**config.mk**
```make
export PLATFORM = sky130hd
export DESIGN_NAME = uart_mem_bridge
export DESIGN_NICKNAME = d
export VERILOG_FILES = /design/src/rtl/uart_mem_bridge.sv
export SDC_FILE = /design/constraint.sdc
export NUM_CORES = 1
export LEC_CHECK = 0
export ABC_AREA = 1
export BUFFER_PORTS_ARGS = -buffer_cell sky130_fd_sc_hd__buf_2
export CORE_ASPECT_RATIO = 0.5
export CORE_MARGIN = 8
export CORE_UTILIZATION = 25
export CTS_BUF_LIST = sky130_fd_sc_hd__clkbuf_8
export CTS_CLUSTER_DIAMETER = 50
export DETAILED_ROUTE_END_ITERATION = 6
export HOLD_SLACK_MARGIN = 0.12
export PLACE_DENSITY = 0.54
export SLEW_MARGIN = 10
export SYNTH_ARGS = -nofsm -noshare
export SYNTH_HDL_FRONTEND = slang
export SYNTH_SLANG_ARGS = --single-unit
```
**constraint.sdc**
```tcl
create_clock -name I_clk -period 1.9 [get_ports I_clk]
set_input_delay 0.19 -clock I_clk [delete_from_list [all_inputs] [get_ports I_clk]]
set_output_delay 0.19 -clock I_clk [all_outputs]
set_load 0.05 [all_outputs]
```
**src/rtl/uart_mem_bridge.sv**
```systemverilog
// Byte-framed debug bridge: parses R/W command frames from a UART receiver, runs one
// transaction on the 16-bit memory bus and returns status or read data to a UART transmitter.
module uart_mem_bridge #(
  parameter int unsigned TIMEOUT_CYCLES = 1024
) (
  input  logic        I_clk,
  input  logic        I_reset,
  input  logic        I_rx_data_ready,
  input  logic [7:0]  I_rx_data,
  input  logic        I_tx_ready,
  output logic        O_tx_exec,
  output logic [7:0]  O_tx_data,
  input  logic        I_MEM_ready,
  output logic        O_MEM_exec,
  output logic        O_MEM_write,
  output logic [15:0] O_MEM_addr,
  output logic [15:0] O_MEM_data_out,
  input  logic [15:0] I_MEM_data_in,
  input  logic        I_MEM_data_ready,
  output logic        O_busy,
  output logic        O_overrun
);

  localparam int unsigned CW = (TIMEOUT_CYCLES > 2) ? $clog2(TIMEOUT_CYCLES) : 1;
  // Loaded with TIMEOUT_CYCLES-2 so that the counter sits at 0 in the last BUS_WAIT cycle and
  // the 'T' byte can go out exactly TIMEOUT_CYCLES cycles after the strobe.
  localparam logic [CW-1:0] CNT_LOAD = (TIMEOUT_CYCLES >= 2) ? CW'(TIMEOUT_CYCLES - 2) : '0;

  localparam logic [7:0] OP_RD   = 8'h52;
  localparam logic [7:0] OP_WR   = 8'h57;
  localparam logic [7:0] RSP_OK  = 8'h4B;
  localparam logic [7:0] RSP_BAD = 8'h3F;
  localparam logic [7:0] RSP_TO  = 8'h54;

  typedef enum logic [3:0] {
    S_IDLE, S_ADDR_H, S_ADDR_L, S_DATA_H, S_DATA_L,
    S_BUS_REQ, S_BUS_WAIT, S_RESP, S_TX_GUARD
  } state_t;

  state_t          state_q, state_d;
  logic            is_wr_q, is_wr_d;
  logic [7:0]      addr_hi_q, addr_hi_d;
  logic [7:0]      addr_lo_q, addr_lo_d;
  logic [7:0]      wdata_hi_q, wdata_hi_d;
  logic [7:0]      rdata_lo_q, rdata_lo_d;
  logic            second_q, second_d;
  logic [7:0]      tx_data_q, tx_data_d;
  logic            mem_write_q, mem_write_d;
  logic [15:0]     mem_addr_q, mem_addr_d;
  logic [15:0]     mem_data_q, mem_data_d;
  logic [CW-1:0]   cnt_q, cnt_d;
  logic            overrun_q, overrun_d;
  logic            tx_exec;
  logic            mem_exec;

  always_comb begin
    state_d     = state_q;
    is_wr_d     = is_wr_q;
    addr_hi_d   = addr_hi_q;
    addr_lo_d   = addr_lo_q;
    wdata_hi_d  = wdata_hi_q;
    rdata_lo_d  = rdata_lo_q;
    second_d    = second_q;
    tx_data_d   = tx_data_q;
    mem_write_d = mem_write_q;
    mem_addr_d  = mem_addr_q;
    mem_data_d  = mem_data_q;
    cnt_d       = cnt_q;
    overrun_d   = overrun_q;
    tx_exec     = 1'b0;
    mem_exec    = 1'b0;

    case (state_q)
      S_IDLE: begin
        if (I_rx_data_ready) begin
          if (I_rx_data == OP_RD || I_rx_data == OP_WR) begin
            is_wr_d = (I_rx_data == OP_WR);
            state_d = S_ADDR_H;
          end else begin
            tx_data_d = RSP_BAD;
            second_d  = 1'b0;
            state_d   = S_RESP;
          end
        end
      end
      S_ADDR_H: begin
        if (I_rx_data_ready) begin
          addr_hi_d = I_rx_data;
          state_d   = S_ADDR_L;
        end
      end
      S_ADDR_L: begin
        if (I_rx_data_ready) begin
          addr_lo_d = I_rx_data;
          if (is_wr_q) begin
            state_d = S_DATA_H;
          end else begin
            // Bus-side registers only change on entry to BUS_REQ, so they stay stable
            // from the strobe until the next command reaches the bus.
            mem_addr_d  = {addr_hi_q, I_rx_data};
            mem_write_d = 1'b0;
            state_d     = S_BUS_REQ;
          end
        end
      end
      S_DATA_H: begin
        if (I_rx_data_ready) begin
          wdata_hi_d = I_rx_data;
          state_d    = S_DATA_L;
        end
      end
      S_DATA_L: begin
        if (I_rx_data_ready) begin
          mem_addr_d  = {addr_hi_q, addr_lo_q};
          mem_data_d  = {wdata_hi_q, I_rx_data};
          mem_write_d = 1'b1;
          state_d     = S_BUS_REQ;
        end
      end
      S_BUS_REQ: begin
        if (I_MEM_ready && !I_reset) begin
          mem_exec = 1'b1;
          cnt_d    = CNT_LOAD;
          state_d  = S_BUS_WAIT;
        end
      end
      S_BUS_WAIT: begin
        if (I_MEM_data_ready) begin
          if (mem_write_q) begin
            tx_data_d = RSP_OK;
            second_d  = 1'b0;
          end else begin
            tx_data_d  = I_MEM_data_in[15:8];
            rdata_lo_d = I_MEM_data_in[7:0];
            second_d   = 1'b1;
          end
          state_d = S_RESP;
        end else if (cnt_q == '0) begin
          tx_data_d = RSP_TO;
          second_d  = 1'b0;
          state_d   = S_RESP;
        end else begin
          cnt_d = cnt_q - CW'(1);
        end
      end
      S_RESP: begin
        if (I_tx_ready && !I_reset) begin
          tx_exec = 1'b1;
          state_d = S_TX_GUARD;
        end
      end
      S_TX_GUARD: begin
        // The transmitter's ready may still read high in the cycle after exec; skip it.
        if (second_q) begin
          tx_data_d = rdata_lo_q;
          second_d  = 1'b0;
          state_d   = S_RESP;
        end else begin
          state_d = S_IDLE;
        end
      end
      default: state_d = S_IDLE;
    endcase

    if (I_rx_data_ready &&
        (state_q inside {S_BUS_REQ, S_BUS_WAIT, S_RESP, S_TX_GUARD})) begin
      overrun_d = 1'b1;
    end
  end

  always_ff @(posedge I_clk) begin
    if (I_reset) begin
      state_q     <= S_IDLE;
      is_wr_q     <= 1'b0;
      addr_hi_q   <= '0;
      addr_lo_q   <= '0;
      wdata_hi_q  <= '0;
      rdata_lo_q  <= '0;
      second_q    <= 1'b0;
      tx_data_q   <= '0;
      mem_write_q <= 1'b0;
      mem_addr_q  <= '0;
      mem_data_q  <= '0;
      cnt_q       <= '0;
      overrun_q   <= 1'b0;
    end else begin
      state_q     <= state_d;
      is_wr_q     <= is_wr_d;
      addr_hi_q   <= addr_hi_d;
      addr_lo_q   <= addr_lo_d;
      wdata_hi_q  <= wdata_hi_d;
      rdata_lo_q  <= rdata_lo_d;
      second_q    <= second_d;
      tx_data_q   <= tx_data_d;
      mem_write_q <= mem_write_d;
      mem_addr_q  <= mem_addr_d;
      mem_data_q  <= mem_data_d;
      cnt_q       <= cnt_d;
      overrun_q   <= overrun_d;
    end
  end

  assign O_tx_exec      = tx_exec;
  assign O_tx_data      = tx_data_q;
  assign O_MEM_exec     = mem_exec;
  assign O_MEM_write    = mem_write_q;
  assign O_MEM_addr     = mem_addr_q;
  assign O_MEM_data_out = mem_data_q;
  assign O_busy         = (state_q != S_IDLE);
  assign O_overrun      = overrun_q;

endmodule
```
=== After elaboration in Yosys (flattened, before gate mapping) ===
Index checks and enable logic that the tools add are counted.

* Output and inout bits: 45
* Register bits: 90
* Logic and storage cells: 103
* Bits of input ports: 30

* Bitwise logic cells: 1
* Muxes and demuxes: 42
* Equal/unequal tests: 23
* Add/subtract/negate cells: 1
* Reductions and logical operators: 23

{| class="wikitable"
|+ Operators by type and width
! operator !! count
|-
| $mux W16 || 3
|-
| $mux W8 || 6
|-
| $mux W4 || 9
|-
| $pmux W4 S9 || 1
|-
| $pmux W16 S2 || 1
|-
| $mux W10 || 3
|-
| $ne A2 B2 Y1 const B || 12
|-
| $pmux W8 S3 || 1
|-
| $pmux W10 S2 || 1
|-
| $eq A4 B3 Y1 const B || 4
|-
| $eq A8 B7 Y1 const B || 2
|-
| $mux W1 || 12
|-
| $reduce_and A4 Y1 || 3
|-
| $logic_not A10 Y1 || 1
|-
| $sub A10 B1 Y10 const B || 1
|-
| $mux W3 || 3
|-
| $eq A4 B2 Y1 const B || 2
|-
| $reduce_and A2 Y1 || 4
|-
| $reduce_and A8 Y1 || 1
|-
| $reduce_bool A4 Y1 || 2
|-
| $reduce_and A3 Y1 || 2
|-
| $reduce_and A5 Y1 || 1
|-
| $eq A4 B1 Y1 const B || 1
|-
| $eq A4 B4 Y1 const B || 1
|-
| 10 further kinds || 13
|}

=== Longest topological paths before layout ===
* Word-level depth: 5
* Depth in mapped cells: 12
* Mapped depth without buffers: 11

=== Worst setup path after synthesis ===
OpenSTA, ideal clock, no wires.

* Path type: register to output
* Start: register cnt_q[0] (netlist name)
* End: output O_MEM_exec
* Required time: 1.710 ns
* Setup slack: -0.208 ns
* Path buffers: 2
* Data arrival time: 1.918 ns
* Cell stages (with the launch flop): 11
* Cell sequence: dfxtp_1 -> inv_1 -> ha_1 -> nand2_1 -> nor2_1 -> nand2_1 -> a21o_1 -> buf_6 -> nand2_2 -> buf_6 -> nor2_1

{| class="wikitable"
|+ RTL lines
! element !! RTL line !! source
|-
| end: declaration || 14 || <nowiki>output logic O_MEM_exec,</nowiki>
|}

==> load_flow_metrics.sql <==
INSERT INTO impl_metrics (metric_group, metric, value, unit) VALUES
('setup_path', 'timing.critical_path.slowest_cell_delay', '380', 'ps'),
('synth', 'syn-instance-count', '570', ''),
('setup_path', 'crit_required', '1710', 'ps'),
('sta', 'fin_worst_skew', '17.37', 'ps'),
('route', 'drt-total-wl', '11620', 'um'),
('synth', 'synth_enable_flop_cells', '0', ''),
('synth', 'async_reset_ff_frac', '0', ''),
('die', 'design.core.area', '16140', 'um^2'),
('grt', 'globalRouteOverflowTotal', '0', ''),
('synth', 'synth_top_cells_by_count', 'sky130_fd_sc_hd__nand2_1, sky130_fd_sc_hd__dfxtp_1, sky130_fd_sc_hd__a21oi_1', ''),
('synth', 'synthesis.area', '4059', 'um^2'),
('die', 'top_level_ports', '75', ''),
('route', 'viasPerCell', '4.315', ''),
('power_and_ir_drop', 'seqPwrFrac', '0.343', ''),
('synth', 'postSynth.topFlopCell', 'sky130_fd_sc_hd__dfxtp_1', ''),
('power_and_ir_drop', 'power.internal', '4.077', 'mW'),
('layout', 'layout.filler_cells', '1774', ''),
('die', 'floorplan.die_area', '20820', 'um^2'),
('layout', 'antenna_cells', '0', ''),
('power_and_ir_drop', 'clock_network_power_share', '0.184', ''),
('synth', 'synthesis.area_per_instance', '7.121', 'um^2'),
('flow_run', 'drv_cap', '0', ''),
('power_and_ir_drop', 'worst_vdd_ir', '0.4467', 'mV'),
('die', 'die_width', '196.2', 'um'),
('power_and_ir_drop', 'power_per_cell_area', '1471', 'nW/um^2'),
('synth', 'syn_nets', '601', ''),
('die', 'rows', '33', ''),
('setup_path', 'critical_path_class', 'reg2out', ''),
('sta', 'grt_setup_unrepaired', 'true', ''),
('synth', 'synth-seq-area-share', '0.4439', ''),
('cts', 'clk_latency', '370', 'ps'),
('placed_design', 'numPlacedInstances', '860', ''),
('power_and_ir_drop', 'p_sw_frac', '0.4609', ''),
('sta', 'max_slew.worst_pin.slew', '477.0', 'ps'),
('cts', 'ctsHtreeMaxLevel', '3', ''),
('cts', 'cts_max_path_buffers', '2', ''),
('sta', 'max-slew-margin-rel', '0.6820', ''),
('synth', 'ys_types', '33', ''),
('route', 'vias', '3849', ''),
('placed_design', 'place.port_buffers', '74', ''),
('sta', 'min_period', '1868', 'ps'),
('grt', 'first_global_vias', '3696', ''),
('setup_path', 'critPathLaunchType', 'flop', ''),
('die', 'initial_core_util', '0.2514', ''),
('sta', 'timing_max_transition_violations_final', '0', ''),
('cts', 'clock_sinks', '90', ''),
('layout', 'fin_cells', '892', ''),
('setup_path', 'crit_slowest_cell', 'sky130_fd_sc_hd__dfxtp_4', ''),
('layout', 'finish.utilization', '0.3184', ''),
('grt', 'grt_util_all_layers', '0.1120', ''),
('setup_path', 'r2r_setup_slack', '190', 'ps'),
('status', 'outcome', 'complete, no violations', ''),
('layout', 'area_growth_syn_to_layout', '26.63', '%'),
('synth', 'yosys_warnings', '0', ''),
('placed_design', 'dp.final_hpwl', '8285', 'um'),
('route', 'drt_first_pass_iters', '4', ''),
('die', 'die_height', '106.1', 'um'),
('grt', 'grt_antenna_before_repair', '0', ''),
('setup_path', 'worstPathCellList', 'nor2_4 > nand2_1 > nor2_2 > nand2_1 > a21o_1 > nand2_2 > nor2_4 > buf_6', ''),
('sta', 'setup_viol', '0', ''),
('setup_path', 'worstPathMaxFanout', '5', ''),
('layout', 'final_net_count', '691', ''),
('cts', 'cts_tree', 'built', ''),
('cts', 'clk_transition_reported_paths', '100', 'ps'),
('placed_design', 'gp_routability_congestion', '0.8143', ''),
('cts', 'cts_buffer_count', '9', ''),
('route', 'detailedRoute.firstIterationViolations', '243', ''),
('sta', 'hold_violations', '0', ''),
('sta', 'period_share', '0.9832', ''),
('setup_path', 'setup.worst_path.end_class', 'output pin', ''),
('synth', 'proportion_of_netlist_area_held_by_the_largest_area_contributor', '0.4439', '');
-- final timing paths --
path           startpoint            end  cells past startpoint
max              cnt_q[4]     O_MEM_exec                      8
min          I_rx_data[6]  O_MEM_addr[6]                      3
max reg2reg      cnt_q[4]   O_tx_data[7]                      9
min reg2reg  addr_lo_q[0]   addr_lo_q[0]                      2
-- sequential cells by signal, summed over array words and instances (netlist names), 4 cells and up --
name and cells:
O_MEM_addr 16, O_MEM_data_out 16, cnt_q 10, O_tx_data 8, addr_hi_q 8, addr_lo_q 8
rdata_lo_q 8, wdata_hi_q 8, state_q 4
-- stage by stage --
step	TNS [ps]	power, mW	instance area [um^2]	setup WS, ps	hold WS [ps]
4_1_cts	0	7.426	5072	5.602	125.2
6_report	0	7.563	5140	31.89	142.8
3_5_place_dp	0	5.892	4706	123.3	424.8
2_1_floorplan	0	5.137	4061	7.082	324.9
3_3_place_gp	0	5.868	4706	144.6	417.4
5_1_grt	-63.29	8.128	5140	-63.29	140.4
-- area by class of cell --
cell class,count,area (um^2),area share
multi-input cells,389,1927,0.3749
well taps,227,284.0,0.05526
flip-flops and latches,90,1827,0.3554
clock inverters,7,83.83,0.01631
inverters,64,245.2,0.04771
clock buffers,9,123.9,0.02410
repair buffers,106,649.4,0.1263
-- critical path: cells and delay by family (launching register included) --
family / cells / cell delay (ps)
DFF: 1 / 380
buffers and inverters: 1 / 140
and+or+nand+nor: 6 / 580
AOI/OAI and AO/OA: 1 / 200
-- power by group through the flow --
| stage | Clock, mW | Combinational, mW | Sequential (mW) |
|---|---|---|---|
| floorplan | 0 | 1.90 | 3.24 |
| detailed placement | 0 | 3.30 | 2.59 |
| CTS | 1.43 | 3.42 | 2.57 |
| global route | 1.50 | 3.97 | 2.66 |
| finish | 1.39 | 3.58 | 2.59 |
| global placement | 0 | 3.29 | 2.57 |
-- kinds of logic after synthesis --
kind of cell,count (synthesis),synth area share
AO/OA/AOI/OAI,135,0.1791
XOR/XNOR,1,0.002158
adder cells (fa/ha/maj),1,0.003082
buffers and inverters,91,0.09432
flip-flops,90,0.4439
AND/OR/NAND/NOR,252,0.2774
-- repair_timing --
action | CTS | global route
resized for setup | 21 | 11
setup endpoints to repair | 1 | 1
pin swaps | 3 | 6
endpoints found under the hold margin | 8 | 0
setup buffers | 3 | 5
hold buffers | 8 | 0
-- layer usage --
metal / track usage / up-vias / part of all wire
li1: - / 2043 / -
met1: 0.1416 / 1755 / 0.48
met2: 0.1882 / 44 / 0.47
met3: 0.03026 / 7 / 0.037
met4: 0.02743 / 0 / 0.0093
met5: 0 / - / 0
-- placed cells by master (no fill, tap or decap), types with 9 or more instances in the layout --
| cell type | n |
|---|---|
| sky130_fd_sc_hd__dfxtp_1 | 82 |
| sky130_fd_sc_hd__o21ai_0 | 51 |
| sky130_fd_sc_hd__nand2_1 | 109 |
| sky130_fd_sc_hd__nor2_1 | 51 |
| sky130_fd_sc_hd__a21oi_1 | 58 |
| sky130_fd_sc_hd__buf_4 | 23 |
| sky130_fd_sc_hd__inv_1 | 49 |
| sky130_fd_sc_hd__clkbuf_8 | 9 |
| sky130_fd_sc_hd__inv_2 | 12 |
| sky130_fd_sc_hd__buf_2 | 73 |
| sky130_fd_sc_hd__nand3_1 | 56 |
| sky130_fd_sc_hd__nand2_2 | 12 |
Power figures use the tool's default switching activity.
